--- config.mk ---
export PLATFORM = sky130hd
export DESIGN_NAME = fib_term_collector
export DESIGN_NICKNAME = d
export VERILOG_FILES = /design/src/rtl/fib_term_collector.sv
export SDC_FILE = /design/constraint.sdc
export NUM_CORES = 1
export LEC_CHECK = 0
export ABC_AREA = 0
export CAP_MARGIN = 20
export CORE_UTILIZATION = 25
export DETAILED_ROUTE_END_ITERATION = 6
export GPL_ROUTABILITY_DRIVEN = 0
export PLACE_DENSITY_LB_ADDON = 0.25
export SLEW_MARGIN = 0
export SYNTH_ARGS = -nofsm -noshare
export SYNTH_HDL_FRONTEND = slang
export SYNTH_SLANG_ARGS = --single-unit
--- constraint.sdc ---
create_clock -name clk -period 2.7 [get_ports clk]
set_input_delay 0.27 -clock clk [delete_from_list [all_inputs] [get_ports clk]]
set_output_delay 0.27 -clock clk [all_outputs]
set_load 0.02 [all_outputs]
--- src/rtl/fib_term_collector.sv ---
// Show-ahead FIFO for Fibonacci terms with a recurrence checker and sticky
// status flags (sequence error, generator saturation, dropped term).
module fib_term_collector #(
    parameter int DEPTH = 8,
    parameter int CW    = 4
) (
    input  logic          clk,
    input  logic          rst_n,
    input  logic          clr,
    input  logic          in_valid,
    input  logic [7:0]    fib_in,
    input  logic          ovf_in,
    output logic          out_valid,
    input  logic          out_ready,
    output logic [7:0]    out_data,
    output logic [CW-1:0] count,
    output logic          full,
    output logic          seq_err,
    output logic          sat_seen,
    output logic          dropped
);
    localparam int AW = (DEPTH > 1) ? $clog2(DEPTH) : 1;

    typedef enum logic [1:0] {SEED0, SEED1, RUN} chk_state_e;

    logic [7:0]    mem [DEPTH];
    logic [AW-1:0] wptr, rptr;
    logic [CW-1:0] count_q;
    logic          term, push, pop;

    chk_state_e    state_q, state_d;
    logic [7:0]    t1_q, t2_q, t1_d, t2_d;
    logic [8:0]    sum;
    logic          seq_bad;

    assign count     = count_q;
    assign out_valid = (count_q != '0);
    assign full      = (count_q == CW'(DEPTH));
    assign out_data  = out_valid ? mem[rptr] : 8'h00;

    // Overflow terms never reach the FIFO; a full FIFO still accepts when it pops.
    assign term = in_valid & ~ovf_in;
    assign pop  = out_valid & out_ready;
    assign push = term & (~full | pop);

    // NOTE: storage has no reset; out_valid/out_data gate stale contents, so
    // clearing the array would only add reset fan-out.
    always_ff @(posedge clk) begin
        if (push && !clr)
            mem[wptr] <= fib_in;
    end

    // NOTE: sequential state uses non-blocking assignments so every register
    // samples pre-edge values regardless of statement order.
    always_ff @(posedge clk or negedge rst_n) begin
        if (!rst_n) begin
            wptr    <= '0;
            rptr    <= '0;
            count_q <= '0;
        end else if (clr) begin
            wptr    <= '0;
            rptr    <= '0;
            count_q <= '0;
        end else begin
            if (push) wptr <= wptr + AW'(1);
            if (pop)  rptr <= rptr + AW'(1);
            if (push && !pop)      count_q <= count_q + CW'(1);
            else if (pop && !push) count_q <= count_q - CW'(1);
        end
    end

    always_ff @(posedge clk or negedge rst_n) begin
        if (!rst_n) begin
            state_q <= SEED0;
            t1_q    <= 8'h00;
            t2_q    <= 8'h00;
        end else if (clr) begin
            state_q <= SEED0;
            t1_q    <= 8'h00;
            t2_q    <= 8'h00;
        end else begin
            state_q <= state_d;
            t1_q    <= t1_d;
            t2_q    <= t2_d;
        end
    end

    assign sum = {1'b0, t1_q} + {1'b0, t2_q};

    // NOTE: every output of this block is defaulted first so no path infers a latch.
    always_comb begin
        state_d = state_q;
        t1_d    = t1_q;
        t2_d    = t2_q;
        seq_bad = 1'b0;
        if (term) begin
            case (state_q)
                SEED0: begin
                    t2_d    = fib_in;
                    state_d = SEED1;
                end
                SEED1: begin
                    t1_d    = t2_q;
                    t2_d    = fib_in;
                    state_d = RUN;
                end
                RUN: begin
                    seq_bad = ({1'b0, fib_in} != sum);
                    t1_d    = t2_q;
                    t2_d    = fib_in;
                end
                default: state_d = SEED0;
            endcase
        end
    end

    always_ff @(posedge clk or negedge rst_n) begin
        if (!rst_n) begin
            seq_err  <= 1'b0;
            sat_seen <= 1'b0;
            dropped  <= 1'b0;
        end else if (clr) begin
            seq_err  <= 1'b0;
            sat_seen <= 1'b0;
            dropped  <= 1'b0;
        end else begin
            if (seq_bad)                    seq_err  <= 1'b1;
            if (in_valid && ovf_in)         sat_seen <= 1'b1;
            if (term && full && !pop)       dropped  <= 1'b1;
        end
    end
endmodule

---- After elaboration in Yosys (flattened, before gate mapping) ----
Memories as Yosys holds them, arrays and structs flattened.
Cells that the tools add are included.
operators by class
  multiplexer cells ....................... 27
  bitwise logic cells ..................... 6
  $add $sub $neg .......................... 5
  reductions and logical operators ........ 25
  eq/ne operators ......................... 5
operator list
  operator                                          count
  two-way mux 8 bit                                 7
  nonzero test 2 bit                                8
  two-way mux 3 bit                                 4
  two-way mux 4 bit                                 3
  two-way mux 1 bit                                 10
  adder 8 x 8 -> 9 bit                              1
  inequality test 8 x 9 -> 1 bit                    1
  adder 3 x 1 -> 3 bit, second input constant       2
  logical AND 1 bit                                 6
  case mux 2 bit (3 select lines)                   1
  AND reduction 2 bit                               3
  adder 4 x 1 -> 4 bit, second input constant       1
  == test 4 bit, second input constant              1
  two-way mux 2 bit                                 2
  nonzero test 4 bit                                1
  subtractor 4 x 1 -> 4 bit, second input constant  1
  AND 1 bit                                         3
  zero test 1 bit                                   3
  nonzero test 3 bit                                1
  OR reduction 3 bit                                1
  == test 2 x 1 -> 1 bit, second input constant     1
  == test 2 bit, second input constant              1
  zero test 2 bit                                   1
  inequality test 2 bit, second input constant      1
  other kinds (3)                                   4
word-level totals
  bits in registers ....................... 31
  RAM bits ................................ 64
  memories ................................ 1
  output and inout bits ................... 17
memories
  name  depth  bits a word  read ports  clocked after memory_dff  write ports  RTL line  text
  mem   8      8            1           0                         1            26        logic [7:0] mem [DEPTH];

---- Longest topological paths before layout ----
Gate-level depths: netlist of the first run.
  depth in word-level cells ............... 9
  gate-level depth with buffers ........... 11

---- Worst setup path before layout of the first run ----
No wires, ideal clock.
  kind .................................... reg-to-reg
  from .................................... reg count_q[1], in the netlist count[1]
  to ...................................... reg count_q[3], in the netlist count[3]
  clock period less this slack ............ 2636 ps
  slack ................................... 64 ps
  arrival time ............................ 2504 ps
  cell stages (with the launch flop) ...... 12
  cell sequence ........................... dfrtp_1 nor4_4 inv_1 nand2_1 nand2b_1 ha_1 a21o_1 a21oi_1 nand4_1 o21ai_1 xnor2_1 nor2_1
on the way
  cells in the longest elaborated chain, start to end .. 7
  elaborated cells between the ends (all ways) .. 16
  those cells by class .................... 2 x add/sub; 1 x eq/ne; 3 x mux; 4 x bitwise; 6 x reduce/logical
ends and longest elaborated chain
  what                                                     RTL line  text
  from (decl)                                              28        logic [CW-1:0] count_q;
  from (signal assigned)                                   67        if (push && !pop) count_q <= count_q + CW'(1);
  from (signal assigned)                                   68        else if (pop && !push) count_q <= count_q - CW'(1);
  nonzero test 4 bit (*)                                   37        assign out_valid = (count_q != '0);
  via out_valid                                            13        output logic out_valid,
  AND 1 bit (*)                                            43        assign pop = out_valid & out_ready;
  OR 1 bit                                                 44        assign push = term & (~full | pop);
  AND 1 bit                                                44
  logical AND 1 bit or zero test 1 bit (tied branches)     67, 68
  two-way mux 4 bit or logical AND 1 bit (tied branches)   67, 68
  two-way mux 4 bit or nonzero test 3 bit (tied branches)  -
Mark *: on every way through the listed nets, which the timed path passes. The rest lies on a longest branch. The select of a mux whose other input is x is not followed.
A chain may end at the register's enable or synchronous reset.

---- Worst setup path after layout of the first run ----
  from .................................... reg rptr[0]
  to ...................................... out out_data[3]
on the way
  cells in the longest elaborated chain, start to end .. 2
ends and longest elaborated chain
  what                     RTL line  text
  from (decl)              27        logic [AW-1:0] wptr, rptr;
  from (signal assigned)   66        if (pop) rptr <= rptr + AW'(1);
  memory read (8 x 8 bit)  -
  two-way mux 8 bit        39        assign out_data = out_valid ? mem[rptr] : 8'h00;
  to (decl)                15        output logic [7:0] out_data,
No other way between the ends.

==> results of run 1 <==
[metal layers]
layer	up-vias	GRT usage, %	wire length (um)	share of wire (%)
li1	1284	-	-	-
met1	1343	14.36	4519	47
met2	31	19.30	4767	49
met3	9	2.397	232	2.4
met4	0	4.735	118	1.2
met5	-	0	0	0
[registers in the layout, summed over array words and instances, names as in the netlist]
| signal | count |
|---|---|
| mem | 64 |
| t1_q | 8 |
| t2_q | 8 |
| count | 4 |
| rptr | 3 |
| wptr | 3 |
| state_q | 2 |
| dropped | 1 |
| sat_seen | 1 |
| seq_err | 1 |
[synthesized netlist by cell type (all sizes together), types with 2 or more instances]
cell	count	share of area [%]
mux4	16	8.3
nand2b	4	0.58
ha	16	4.6
dfrtp	31	18
xor2	7	1.4
buf	4	0.40
a21oi	28	3.2
a21o	4	0.69
nor2	29	2.5
o21ai	17	2.1
nor3	3	0.35
clkbuf	8	0.69
edfxtp	64	44
inv	8	0.69
nand3	11	1.3
mux2i	9	2.1
xnor2	14	2.8
o21a	2	0.35
fa	2	0.92
nand2	28	2.4
[how the worst max path moves through the flow]
stage                          from                   end  slack, ps  cells past startpoint
2_1_floorplan  count[1]$_DFFE_PN0P_  count[3]$_DFFE_PN0P_         60                     11
3_3_place_gp   count[3]$_DFFE_PN0P_  count[3]$_DFFE_PN0P_        270                     10
3_5_place_dp   count[3]$_DFFE_PN0P_  count[3]$_DFFE_PN0P_        200                     10
4_1_cts         rptr[0]$_DFFE_PN0P_           out_data[3]         10                      5
5_1_grt        count[3]$_DFFE_PN0P_  count[3]$_DFFE_PN0P_          8                     10
6_report        rptr[0]$_DFFE_PN0P_           out_data[3]        160                      5
[critical path: stages (launching register included)]
cell             delay [ps]
dfrtp_2                 450
buf_4                   220
mux4_2                  530
mux2i_1                 150
nor2_1                   60
clkdlybuf4s50_1         530
[logic make-up after synthesis]
group / synth area share (%)
xor gates and xnor gates: 4.247
adders and majority gates: 5.548
buffers and inverters: 1.792
muxes: 10.40
DFF: 62.29
AOI/OAI and AO/OA: 7.281
and+or+nand+nor: 8.437
[timing repair]
action | 4_1_cts | 5_1_grt
endpoints found under the setup margin | 0 | 5
resized for setup | 0 | 1
hold buffers | 0 | 0
[area by class of cell]
class / count / area [sq um]
fill: 1661 / 11370
sequential: 95 / 2699
multi-input combinational: 201 / 1555
timing repair buffer: 59 / 530.5
tap: 220 / 275.3
clock buffer: 10 / 229.0
clock inverter: 6 / 67.56
inverter: 8 / 30.03
[metrics by stage]
stage / total power (W) / worst slack (ps) / cells / hold WS, ps
after CTS: 0.004173 / 14.60 / 599 / 351.1
final: 0.004112 / 157.0 / 599 / 341.3
after floorplan: 0.002388 / 64.48 / 316 / -25.59
after global routing: 0.004324 / 8.444 / 599 / 364.2
after detailed placement: 0.002902 / 203.0 / 583 / 486.5
after global placement: 0.002888 / 266.8 / 583 / 490.1
[cells in the final DEF, fill, tap and decap left out, types with 9 or more instances in the layout]
cell             instances
o21ai_0                 14
nand2_1                 28
ha_1                    16
buf_4                   28
clkbuf_16                9
mux4_2                  16
mux2i_1                  9
clkdlybuf4s50_1         30
a21oi_1                 28
dfrtp_1                 30
nand3_1                 11
edfxtp_1                64
xnor2_1                 14
nor2_1                  29
[power by group through the flow]
stage | Combinational, W | Sequential (W) | Clock (W)
after floorplan | 0.000656 | 0.00173 | 0
after global placement | 0.00119 | 0.00169 | 0
after detailed placement | 0.00120 | 0.00170 | 0
after CTS | 0.00121 | 0.00167 | 0.00130
after global routing | 0.00128 | 0.00167 | 0.00137
final | 0.00118 | 0.00167 | 0.00126
==> run metrics, run 1 <==
Yosys cell types 34; required time worst endpoint approximately 2400 ps; number of global-route vias before repair 2737; antenna-violating nets left 0; EDFF count, synth 64; routed length per instance 16.09 um; Net Switching 0.001196 W; combinational share of power 28.8%; outcome completed; Seq/Total Area, Yosys between 60 and 70%; postcts setup bufs 0; Final Cycle Share 94.18%; post-detail-place hpwl just under 7000 um; clock transition at the registers of the reported paths 70 ps; global route overflow 0; Synth Register Bits 95; DP Area 0.005089 sq mm; via count 2667; Worst setup EP type output pin; Final #Nets 406; clock share of power 30.7%; sequential power share 40.6%; final design utilization 32.14%; fraction of layout cells with a size suffix above 1 16.62%; Worst slew margin 60.00%; syn_area_per_cell between 10 and 15 sq um; startpoint class of the critical path register; Placement Rows 47; chip height 133.6 um; top_reg_cell synth edfxtp_1; CTS tree built; CP arrival approximately 2300 ps; Synth Warn # 0; n_diodes 0; root buffer selected by CTS clkbuf_16; core area 0.01676 sq mm; Worst R2R Start count[3]$_DFFE_PN0P_; r2r worst-path depth 10; Final Skew 4.902 ps; Final Hold Fails 0; PortBufs 30; post-synthesis cell count 316; number of I/O pins 31; Clock Path Buffers 2; gr usage total 11.49%; Worst R2R Setup Slack 180 ps; vias per cell between 4 and 5; area of the mapped netlist 0.004330 sq mm; R2R Path End count[3]$_DFFE_PN0P_; number of H-tree levels 3; insertion delay to the later sink of the worst-skew pair 340 ps; DRT iter0 DRCs 139; Clock Sinks 95; leak pwr 1.979 nW; area delta synth->final 24.39%; Hold WC Path Type in -> async; Starting Density 25.84%; Max Transition Viols Final 0; Max Cap Violations 0; internal cell power 0.002916 W; Net Sw Frac 29.08%; number of buffers created by CTS 9; first-pass GRT wire length 15250 um; antenna violations before repair 0; largest net degree at the start of global routing 34; Async SR Flop Fraction 32.63%; RSZ-0062 raised after global routing false; Detailed Routing Iterations Pass 1 5; Worst-Margin Slew 600.0 ps; die area around 0.018 sq mm; fin area 0.005386 sq mm; Peak VDD IR around 0.00029 V; CP Class reg -> out; Die Wd 133.6 um; Post-Route WL 9637 um; worst-path fanout max 6; Final setup viols 0; maximum clock rate 393.2 MHz; syn nets 348; Remaining DRCs 0; setup_tns 0 ps; min Tclk post-route 2543 ps; power per cell area 763.4 mW/mm^2
Note: power is estimated with default switching activity, not from simulation.
==> run 2: changes to the inputs <==
--- a/config.mk
+++ b/config.mk
@@ -6,12 +6,11 @@
 export NUM_CORES = 1
 export LEC_CHECK = 0
 export ABC_AREA = 0
-export CAP_MARGIN = 20
 export CORE_UTILIZATION = 25
 export DETAILED_ROUTE_END_ITERATION = 6
-export GPL_ROUTABILITY_DRIVEN = 0
 export PLACE_DENSITY_LB_ADDON = 0.25
 export SLEW_MARGIN = 0
 export SYNTH_ARGS = -nofsm -noshare
 export SYNTH_HDL_FRONTEND = slang
 export SYNTH_SLANG_ARGS = --single-unit
+export TNS_END_PERCENT = 5
==> results of run 2 <==
No change in the layout: final DEF, timing and power equal those of run 1.
